$ cat config.mk
export PLATFORM = sky130hd
export DESIGN_NAME = fp_normalize_seq
export DESIGN_NICKNAME = d
export VERILOG_FILES = /design/src/rtl/fpnorm_pkg.sv /design/src/rtl/fp_norm_step.sv /design/src/rtl/fp_normalize_seq.sv
export SDC_FILE = /design/constraint.sdc
export NUM_CORES = 1
export LEC_CHECK = 0
export CAP_MARGIN = 20
export CELL_PAD_IN_SITES_DETAIL_PLACEMENT = 0
export CELL_PAD_IN_SITES_GLOBAL_PLACEMENT = 2
export CORE_AREA = 2 2 121 123
export DETAILED_ROUTE_END_ITERATION = 12
export DIE_AREA = 0 0 123 125
export PLACE_DENSITY_LB_ADDON = 0.15
export SKIP_LAST_GASP = 1
export SLEW_MARGIN = 20
export SYNTH_ARGS = -nofsm -noshare
export SYNTH_HDL_FRONTEND = slang
export SYNTH_SLANG_ARGS = --single-unit
$ cat constraint.sdc
create_clock -name clk -period 2.4 [get_ports clk]
set_input_delay 0.24 -clock clk [delete_from_list [all_inputs] [get_ports clk]]
set_output_delay 0.24 -clock clk [all_outputs]
set_load 0.01 [all_outputs]
$ cat src/rtl/fpnorm_pkg.sv
`default_nettype none
// ============================================================================
// Module      : fpnorm_pkg
// Description : Shared types and constants for the iterative FP normalizer:
//               FSM state encoding, datapath widths, saturated exponent value
//               and the {sign, exponent, fraction} result bundle.
// Ports       : none (package)
// Config      : FPNORM_FLAGS_EN (used by importing modules only)
// Revision    : 1.0 - initial release
// ============================================================================
package fpnorm_pkg;

   localparam int MANT_W = 24;                  // magnitude width incl. hidden bit
   localparam int EXP_W  = 8;                   // exponent width
   localparam logic [EXP_W-1:0] EXP_MAX = 8'hFF;

   typedef enum logic [1:0] {
      IDLE  = 2'd0,
      SHIFT = 2'd1,
      DONE  = 2'd2
   } state_t;

   typedef struct packed {
      logic             sign;
      logic [EXP_W-1:0] exponent;
      logic [MANT_W-2:0] fraction;
   } normResult_t;

endpackage
`default_nettype wire

$ cat src/rtl/fp_norm_step.sv
`default_nettype none
// ============================================================================
// Module      : fp_norm_step
// Description : Combinational single-step normalization decision. Given the
//               25-bit work register {carry, magnitude} and the exponent, it
//               either finishes (presenting the packed result) or returns the
//               work/exponent after one left shift.
// Ports       : i_work, i_exponent, i_sign  - current iteration state
//               o_nextWork, o_nextExponent   - state after one left shift
//               o_done                       - result is final this cycle
//               o_result                     - {sign, exponent, fraction}
//               o_overflowCond/o_underflowCond/o_zeroCond (FPNORM_FLAGS_EN)
// Config      : FPNORM_FLAGS_EN adds the flag condition outputs
// Revision    : 1.0 - initial release
// ============================================================================
module fp_norm_step
   import fpnorm_pkg::*;
(
   input  logic [MANT_W:0]   i_work,
   input  logic [EXP_W-1:0]  i_exponent,
   input  logic              i_sign,
   output logic [MANT_W:0]   o_nextWork,
   output logic [EXP_W-1:0]  o_nextExponent,
   output logic              o_done,
   output normResult_t       o_result
`ifdef FPNORM_FLAGS_EN
   ,
   output logic              o_overflowCond,
   output logic              o_underflowCond,
   output logic              o_zeroCond
`endif
);

   logic [EXP_W-1:0] w_expInc;

   assign w_expInc = i_exponent + 1'b1;

   always_comb begin
      o_nextWork     = i_work;
      o_nextExponent = i_exponent;
      o_done         = 1'b0;
      // Default bundle covers the Inf/NaN pass-through and already-normal cases
      o_result.sign     = i_sign;
      o_result.exponent = i_exponent;
      o_result.fraction = i_work[MANT_W-2:0];
`ifdef FPNORM_FLAGS_EN
      o_overflowCond  = 1'b0;
      o_underflowCond = 1'b0;
      o_zeroCond      = 1'b0;
`endif
      if (i_exponent == EXP_MAX) begin
         o_done = 1'b1;
      end else if (i_work == '0) begin
         // Exact zero is always reported as +0
         o_done   = 1'b1;
         o_result = '0;
`ifdef FPNORM_FLAGS_EN
         o_zeroCond = 1'b1;
`endif
      end else if (i_work[MANT_W]) begin
         // Carry out: a single right shift always restores bit 23
         o_done            = 1'b1;
         o_result.exponent = w_expInc;
         if (w_expInc == EXP_MAX) begin
            o_result.fraction = '0;
`ifdef FPNORM_FLAGS_EN
            o_overflowCond = 1'b1;
`endif
         end else begin
            o_result.fraction = i_work[MANT_W-1:1];
         end
      end else if (i_work[MANT_W-1]) begin
         o_done = 1'b1;
      end else if (i_exponent <= EXP_W'(1)) begin
         // Cannot shift further without going below the minimum exponent
         o_done            = 1'b1;
         o_result.exponent = '0;
`ifdef FPNORM_FLAGS_EN
         o_underflowCond = 1'b1;
`endif
      end else begin
         o_nextWork     = i_work << 1;
         o_nextExponent = i_exponent - 1'b1;
      end
   end

endmodule
`default_nettype wire

$ cat src/rtl/fp_normalize_seq.sv
`default_nettype none
// ============================================================================
// Module      : fp_normalize_seq
// Description : Iterative normalizer for the single-precision adder. Latches
//               the ALU magnitude/carry, sign and common exponent, shifts one
//               bit per clock until the hidden bit reaches bit 23, then holds
//               sign/exponent/fraction for the pack stage (valid/ready).
// Ports       : clk, rst_n (async, active-low)
//               inValid/inReady, alignedResult, carryOut, alignedSign,
//               exponentOut                          - upstream operand
//               outValid/outReady, normalizedSign, normalizedExponent,
//               normalizedMantissa                   - downstream result
//               overflowFlag, underflowFlag, zeroFlag (FPNORM_FLAGS_EN)
// Config      : FPNORM_FLAGS_EN adds the status flag ports and registers
// Revision    : 1.0 - initial release
// ============================================================================
module fp_normalize_seq #(
   parameter int MANT_W = 24,
   parameter int EXP_W  = 8
) (
   input  logic              clk,
   input  logic              rst_n,
   input  logic              inValid,
   output logic              inReady,
   input  logic [MANT_W-1:0] alignedResult,
   input  logic              carryOut,
   input  logic              alignedSign,
   input  logic [EXP_W-1:0]  exponentOut,
   output logic              outValid,
   input  logic              outReady,
   output logic              normalizedSign,
   output logic [EXP_W-1:0]  normalizedExponent,
   output logic [MANT_W-2:0] normalizedMantissa
`ifdef FPNORM_FLAGS_EN
   ,
   output logic              overflowFlag,
   output logic              underflowFlag,
   output logic              zeroFlag
`endif
);
   import fpnorm_pkg::*;

   state_t           r_state;
   logic [MANT_W:0]  r_work;
   logic [EXP_W-1:0] r_exp;
   logic             r_sign;
   logic             r_inReady;
   logic             r_outValid;
   normResult_t      r_result;

   logic [MANT_W:0]  w_nextWork;
   logic [EXP_W-1:0] w_nextExp;
   logic             w_done;
   normResult_t      w_result;

`ifdef FPNORM_FLAGS_EN
   logic r_overflow, r_underflow, r_zero;
   logic w_overflowCond, w_underflowCond, w_zeroCond;
`endif

   fp_norm_step u_step (
      .i_work          (r_work),
      .i_exponent      (r_exp),
      .i_sign          (r_sign),
      .o_nextWork      (w_nextWork),
      .o_nextExponent  (w_nextExp),
      .o_done          (w_done),
      .o_result        (w_result)
`ifdef FPNORM_FLAGS_EN
      ,
      .o_overflowCond  (w_overflowCond),
      .o_underflowCond (w_underflowCond),
      .o_zeroCond      (w_zeroCond)
`endif
   );

   always_ff @(posedge clk or negedge rst_n) begin
      if (!rst_n) begin
         r_state    <= IDLE;
         r_work     <= '0;
         r_exp      <= '0;
         r_sign     <= 1'b0;
         r_inReady  <= 1'b1;
         r_outValid <= 1'b0;
         r_result   <= '0;
`ifdef FPNORM_FLAGS_EN
         r_overflow  <= 1'b0;
         r_underflow <= 1'b0;
         r_zero      <= 1'b0;
`endif
      end else begin
         case (r_state)
            IDLE: begin
               if (inValid) begin
                  r_work    <= {carryOut, alignedResult};
                  r_exp     <= exponentOut;
                  r_sign    <= alignedSign;
                  r_inReady <= 1'b0;
                  r_state   <= SHIFT;
               end
            end
            SHIFT: begin
               if (w_done) begin
                  r_result   <= w_result;
                  r_outValid <= 1'b1;
`ifdef FPNORM_FLAGS_EN
                  r_overflow  <= w_overflowCond;
                  r_underflow <= w_underflowCond;
                  r_zero      <= w_zeroCond;
`endif
                  r_state    <= DONE;
               end else begin
                  r_work <= w_nextWork;
                  r_exp  <= w_nextExp;
               end
            end
            DONE: begin
               // Result registers stay put; only flags are cleared on accept
               if (outReady) begin
                  r_outValid <= 1'b0;
                  r_inReady  <= 1'b1;
`ifdef FPNORM_FLAGS_EN
                  r_overflow  <= 1'b0;
                  r_underflow <= 1'b0;
                  r_zero      <= 1'b0;
`endif
                  r_state    <= IDLE;
               end
            end
            default: begin
               r_state    <= IDLE;
               r_inReady  <= 1'b1;
               r_outValid <= 1'b0;
            end
         endcase
      end
   end

   assign inReady            = r_inReady;
   assign outValid           = r_outValid;
   assign normalizedSign     = r_result.sign;
   assign normalizedExponent = r_result.exponent;
   assign normalizedMantissa = r_result.fraction;
`ifdef FPNORM_FLAGS_EN
   assign overflowFlag  = r_overflow;
   assign underflowFlag = r_underflow;
   assign zeroFlag      = r_zero;
`endif

endmodule
`default_nettype wire

# Word-level counts from Yosys, hierarchy flattened
# Index checks and enable logic that the tools add are counted.
# totals
ff_bits	70
wordCells	79
# classes
n_addsub	2
reduce_logical	11
n_eq_ne	13
bitwise	2
order_cmp	1
muxes	39
# ops
op	n
$mux W25	6
$mux W8	10
$pmux W25 S2	1
$mux W23	2
$mux W32	1
$mux W31	1
$logic_not A25 Y1	1
$mux W24	1
$eq A8 B8 Y1 const B	2
$ne A2 B2 Y1 const B	8
$pmux W8 S2	1
$mux W1	10
$reduce_and A3 Y1	3
$add A8 B1 Y8 const B	1
$le A8 B1 Y1 const B	1
$reduce_and A8 Y1	1
$sub A8 B1 Y8 const B	1
$mux W2	3
$pmux W1 S3	2
$pmux W2 S3	1
$reduce_and A6 Y1	1
$reduce_and A5 Y1	1
$reduce_and A2 Y1	2
$eq A2 B1 Y1 const B	1
other kinds (5)	6

# Depth between registers and ports, before layout
# logic_depth
word_depth	8
ltp_mapped	11
ltp_nobuf	8

# By module
# A second synthesis with hierarchy kept.
# hier_totals
cells_unflattened	357
hier_area_um2	4551.9
# by_module_without_submodules
mod	n_inst	cells_per_inst	area_each_um2
fp_normalize_seq	1	194	3210.6
fp_norm_step	1	163	1341.3

# Worst setup path after synthesis
# No wires, ideal clock.
# synth_path
path_type	register to register
from	reg r_exp[0]
to	reg r_work[15]
required_ps	2275
setup_ps	125
arrival_ps	2362
stages_incl_launch_ff	12
period_less_slack_ps	2487
setup_slack_ps	-87
path_cell_list	dfrtp_1 clkbuf_1 inv_1 ha_1 nor2_1 or4b_4 nand2_4 o21ai_4 and2_4 buf_6 buf_6 mux2_4
# synth_via
elab_chain_cells	8
word_cells_on_any_way	11
# synth_rtl
element	line	text
from (decl)	fp_normalize_seq.sv:45	logic [EXP_W-1:0] r_exp;
from (signal assigned)	fp_normalize_seq.sv:96	r_exp <= exponentOut;
from (signal assigned)	fp_normalize_seq.sv:114	r_exp <= w_nextExp;
$le A8 B1 Y1	fp_norm_step.sv:74	end else if (i_exponent <= EXP_W'(1)) begin
$mux W1	fp_norm_step.sv:74	
$mux W1	fp_norm_step.sv:72	end else if (i_work[MANT_W-1]) begin
$mux W1	fp_norm_step.sv:60	end else if (i_work[MANT_W]) begin
$mux W1	fp_norm_step.sv:53	end else if (i_work == '0) begin
$mux W1	fp_norm_step.sv:51	if (i_exponent == EXP_MAX) begin
$ne A2 B2 Y1 (no line)	-	
$reduce_and A8 Y1 (no line) (*)	-	
to (signal assigned)	fp_normalize_seq.sv:95	r_work <= {carryOut, alignedResult};
to (signal assigned)	fp_normalize_seq.sv:113	r_work <= w_nextWork;
to (decl)	fp_normalize_seq.sv:44	logic [MANT_W:0] r_work;
# Every way passes the cells marked *; elsewhere a longest branch is shown, timed or not.
# A chain may end at the register's enable or synchronous reset.

# Worst setup path after layout
# layout_path
from	reg r_work[13]
to	reg r_work[20]
# layout_via
elab_chain_cells	5
word_cells_on_any_way	6
# layout_rtl
element	line
$logic_not A25 Y1 (*)	fp_norm_step.sv:53
$mux W1	fp_norm_step.sv:53
$mux W1	fp_norm_step.sv:51
$ne A2 B2 Y1 (no line)	-
$reduce_and A8 Y1 (no line) (*)	-
# Marks and branches as above.

==> metrics.md <==
| Metric | Value |
|---|---|
| Status | `complete, no violations` |
| Parity-gate share of the synthesized area counting xor and xnor cells | `1.094%` |
| Detailed Route Iter0 Violations | `172` |
| Leakage power summed over all cells | `2.420 nW` |
| Number of antenna repair diodes | `0` |
| Max-cap viol count | `0` |
| Post-Route Utilization | `39.83%` |
| Adder and majority gate portion of the synthesized area | `1.250%` |
| Cell type with the largest total area after synthesis | `dfrtp_1` |
| Vias per cell | `4.829` |
| Post-Syn Nets | `496` |
| Detailed-route DRC error count | `0` |
| CTS tree | `yes` |
| Final worst clock skew | `6.235 ps` |
| Total negative slack for setup checks | `0 ps` |
| Vias after detailed routing | `3588` |
| Fraction of the yosys area taken by sequential cells | `43.79%` |
| I/O pin count | `72` |
| TritonCTS sink count | `70` |
| Gr ovfl total | `0` |
| Main area contributors after synthesis | `dfrtp_1, nand2_1, o21ai_0` |
| Total wire length after detailed routing | `11770 µm` |
| DIE AREA | `15380 µm²` |
| Fraction of final layout cells with drive strength greater than 1 | `18.78%` |
| Initial antenna violation count | `0` |
| Slew Limit Fails | `0` |
| Synthesized-area fraction occupied by and/or/nand/nor cells | `16.51%` |
| Number of synthesized register bits | `70` |
| Fraction of post-synthesis cell area in the top cell type by area | `43.14%` |
| Power density cells | `1418 nW/µm²` |
| Largest net degree at the start of global routing | `71` |
| Clock-pin transition on the worst setup and hold timing paths | `60 ps` |
| Chip width | `123 µm` |
| Clock latency reported for the late side of the worst-skew pair | `340 ps` |
| Post-synthesis instance area | `4003 µm²` |
| DPL Wire Length | `8340 µm` |
| Least setup slack across all paths after layout | `88.96 ps` |
| Final standard cell count with taps included and fillers excluded | `743` |
| First-pass iteration count of the detailed router | `4` |
| Part of the cycle the worst path needs | `96.29%` |
| Cells after Synth | `454` |
| Core box area | `14200 µm²` |
| Gp weighted congestion | `0.8093` |
| Worst setup timing slack at the placement stage | `-97.75 ps` |
| Maximum clock rate | `432.7 MHz` |
| Fill cell instance count of the final layout | `1473` |
| Worst EP arrival | `2540 ps` |
| Signed area change from the synthesized netlist to the final layout | `41.36%` |
| Number of rows created at floorplan | `44` |
| Path class of the lowest-slack min-delay path | `in2async` |
| Compound-Gate Fraction of Synth Area | `24.35%` |
| Data required time of the critical path | `2620 ps` |
| Cell variety after synth | `45` |
| Avg Synthesized Cell Area | `8.816 µm²` |
| Largest fanout on the critical path | `12` |
| EDFF count, synth | `0` |
| Final setup violation count | `0` |
| Number of nets in the layout | `596` |
| Placed instance count | `723` |
| Overall power of the completed layout | `8.024 mW` |
| Port Buf Inserts | `71` |
| Initial Utilization | `28.18%` |
| Yosys synthesis warning count | `0` |
| Number of buffers created by CTS | `9` |
| Design area | `5658 µm²` |
| Peak supply drop | `0.6033 mV` |
| Final hold violation count | `0` |
| Classification of the worst setup path | `reg2reg` |
| Placement Cell Area | `5249 µm²` |
| Number of buffers on the longest clock path | `2` |
| Die Ht | `125 µm` |
| CTS root buf | `clkbuf_16` |
| Commonest register cell after synthesis | `dfrtp_1` |
| Slew @ Worst Pin | `675.2 ps` |
| Unrepaired setup endpoints after global routing | `true` |
| Via count of the first global-routing pass | `3590` |
| Detailed-route wire length per cell | `15.84 µm` |
| Leading cell type in the layout, fill and taps excluded | `nand2_1` |
| Highest-count cells in the layout ignoring fill and taps | `nand2_1, clkdlybuf4s50_1, dfrtp_1` |
| Level count of the clock H-tree | `3` |
| All-layer global routing usage | `15.89%` |
| Share of cell area taken by muxes after synthesis | `8.253%` |
| First-pass GRT wire length | `18890 µm` |
| Worst hold slack after final layout | `431.6 ps` |
| Worst Setup End Kind | `register` |
| Remaining antenna violation count | `0` |
| Dominant combinational cell family by area after synthesis | `compound AO/OA/AOI/OAI gates` |
| Critical path startpoint category | `register` |
| Fraction of synthesis flops using an asynchronous set or reset pin | `100.0%` |
| Period minus WS final | `2311 ps` |
| Slew HR | `54.99%` |
-- cell families (layout without fill, tap and decap cells) --
| family | Yosys count | in the layout |
|---|---|---|
| and+or+nand+nor | 147 | 149 |
| DFF | 70 | 70 |
| adders and majority gates | 4 | 4 |
| xor gates and xnor gates | 5 | 5 |
| AOI/OAI and AO/OA | 161 | 161 |
| buffers and inverters | 44 | 147 |
| muxes | 23 | 23 |
-- what timing repair did --
action                                  4_1_cts  5_1_grt
endpoints found under the setup margin       54       51
cloned                                        1        1
endpoints found under the hold margin        69        0
pin swaps                                     1        4
resized for setup                             6        5
setup buffers                                 0        1
hold buffers                                  1        0
-- per-layer routing --
layer	track usage [%]	vias to the layer above	share of wire [%]
met3	4.197	13	3.8
met1	20.58	1700	46
met2	26.03	60	49
li1	-	1815	-
met4	4.479	0	1.5
met5	0	-	0
-- Yosys cell counts, types with 3 or more instances --
master / count
nor2b_1: 3
nor4_1: 7
a21oi_1: 30
nor2_1: 18
a22oi_1: 23
o21a_1: 23
clkbuf_1: 30
nand3_1: 9
buf_6: 3
nor3_1: 4
ha_1: 4
o21ai_0: 64
dfrtp_1: 69
and3_1: 3
mux2_1: 3
nand4_1: 5
o31ai_1: 5
inv_1: 8
a31oi_1: 3
mux2_4: 19
nand2_1: 88
xnor2_1: 3
o21ai_1: 4
-- flip-flops by register name (all words and copies together), names as in the netlist --
| register | count |
|---|---|
| r_work | 25 |
| normalizedMantissa | 23 |
| r_exp | 8 |
| r_state | 2 |
| normalizedExponent | 8 |
| normalizedSign | 1 |
| outValid | 1 |
| inReady | 1 |
| r_sign | 1 |
-- power breakdown --
group | switching (mW) | internal, mW
combinational | 2.16 | 2.21
clock | 0.498 | 0.918
sequential | 0.473 | 1.76
-- worst max-delay path, cell delays in order (launching register included) --
cell and delay [ps]:
dfrtp_1 390, nor4_1 410, nand2_1 240, o31ai_4 350, buf_4 180, o21ai_4 70, and2_4 240, mux2_4 310
-- layout make-up --
cell class | count | area (µm²) | share of cell area (%)
flip-flops and latches | 70 | 1753 | 30.98
clock buffers | 14 | 284.0 | 5.020
repair buffers | 123 | 1165 | 20.59
inverters | 8 | 30.03 | 0.5307
multi-input cells | 342 | 2158 | 38.15
clock inverters | 2 | 37.54 | 0.6634
well taps | 184 | 230.2 | 4.069
-- final timing paths --
kind | slack [ps] | from | to | depth (start not counted)
setup reg to reg | 90 | r_work[13] | r_work[20] | 7
max in group asynchronous | 1610 | rst_n | normalizedMantissa[7] | 3
hold reg to reg | 470 | normalizedMantissa[3] | normalizedMantissa[3] | 2
min in group clk | 470 | normalizedMantissa[3] | normalizedMantissa[3] | 2
hold / removal | 430 | rst_n | outValid | 3
setup / recovery | 90 | r_work[13] | r_work[20] | 7
Note: power is estimated with default switching activity, not from simulation.
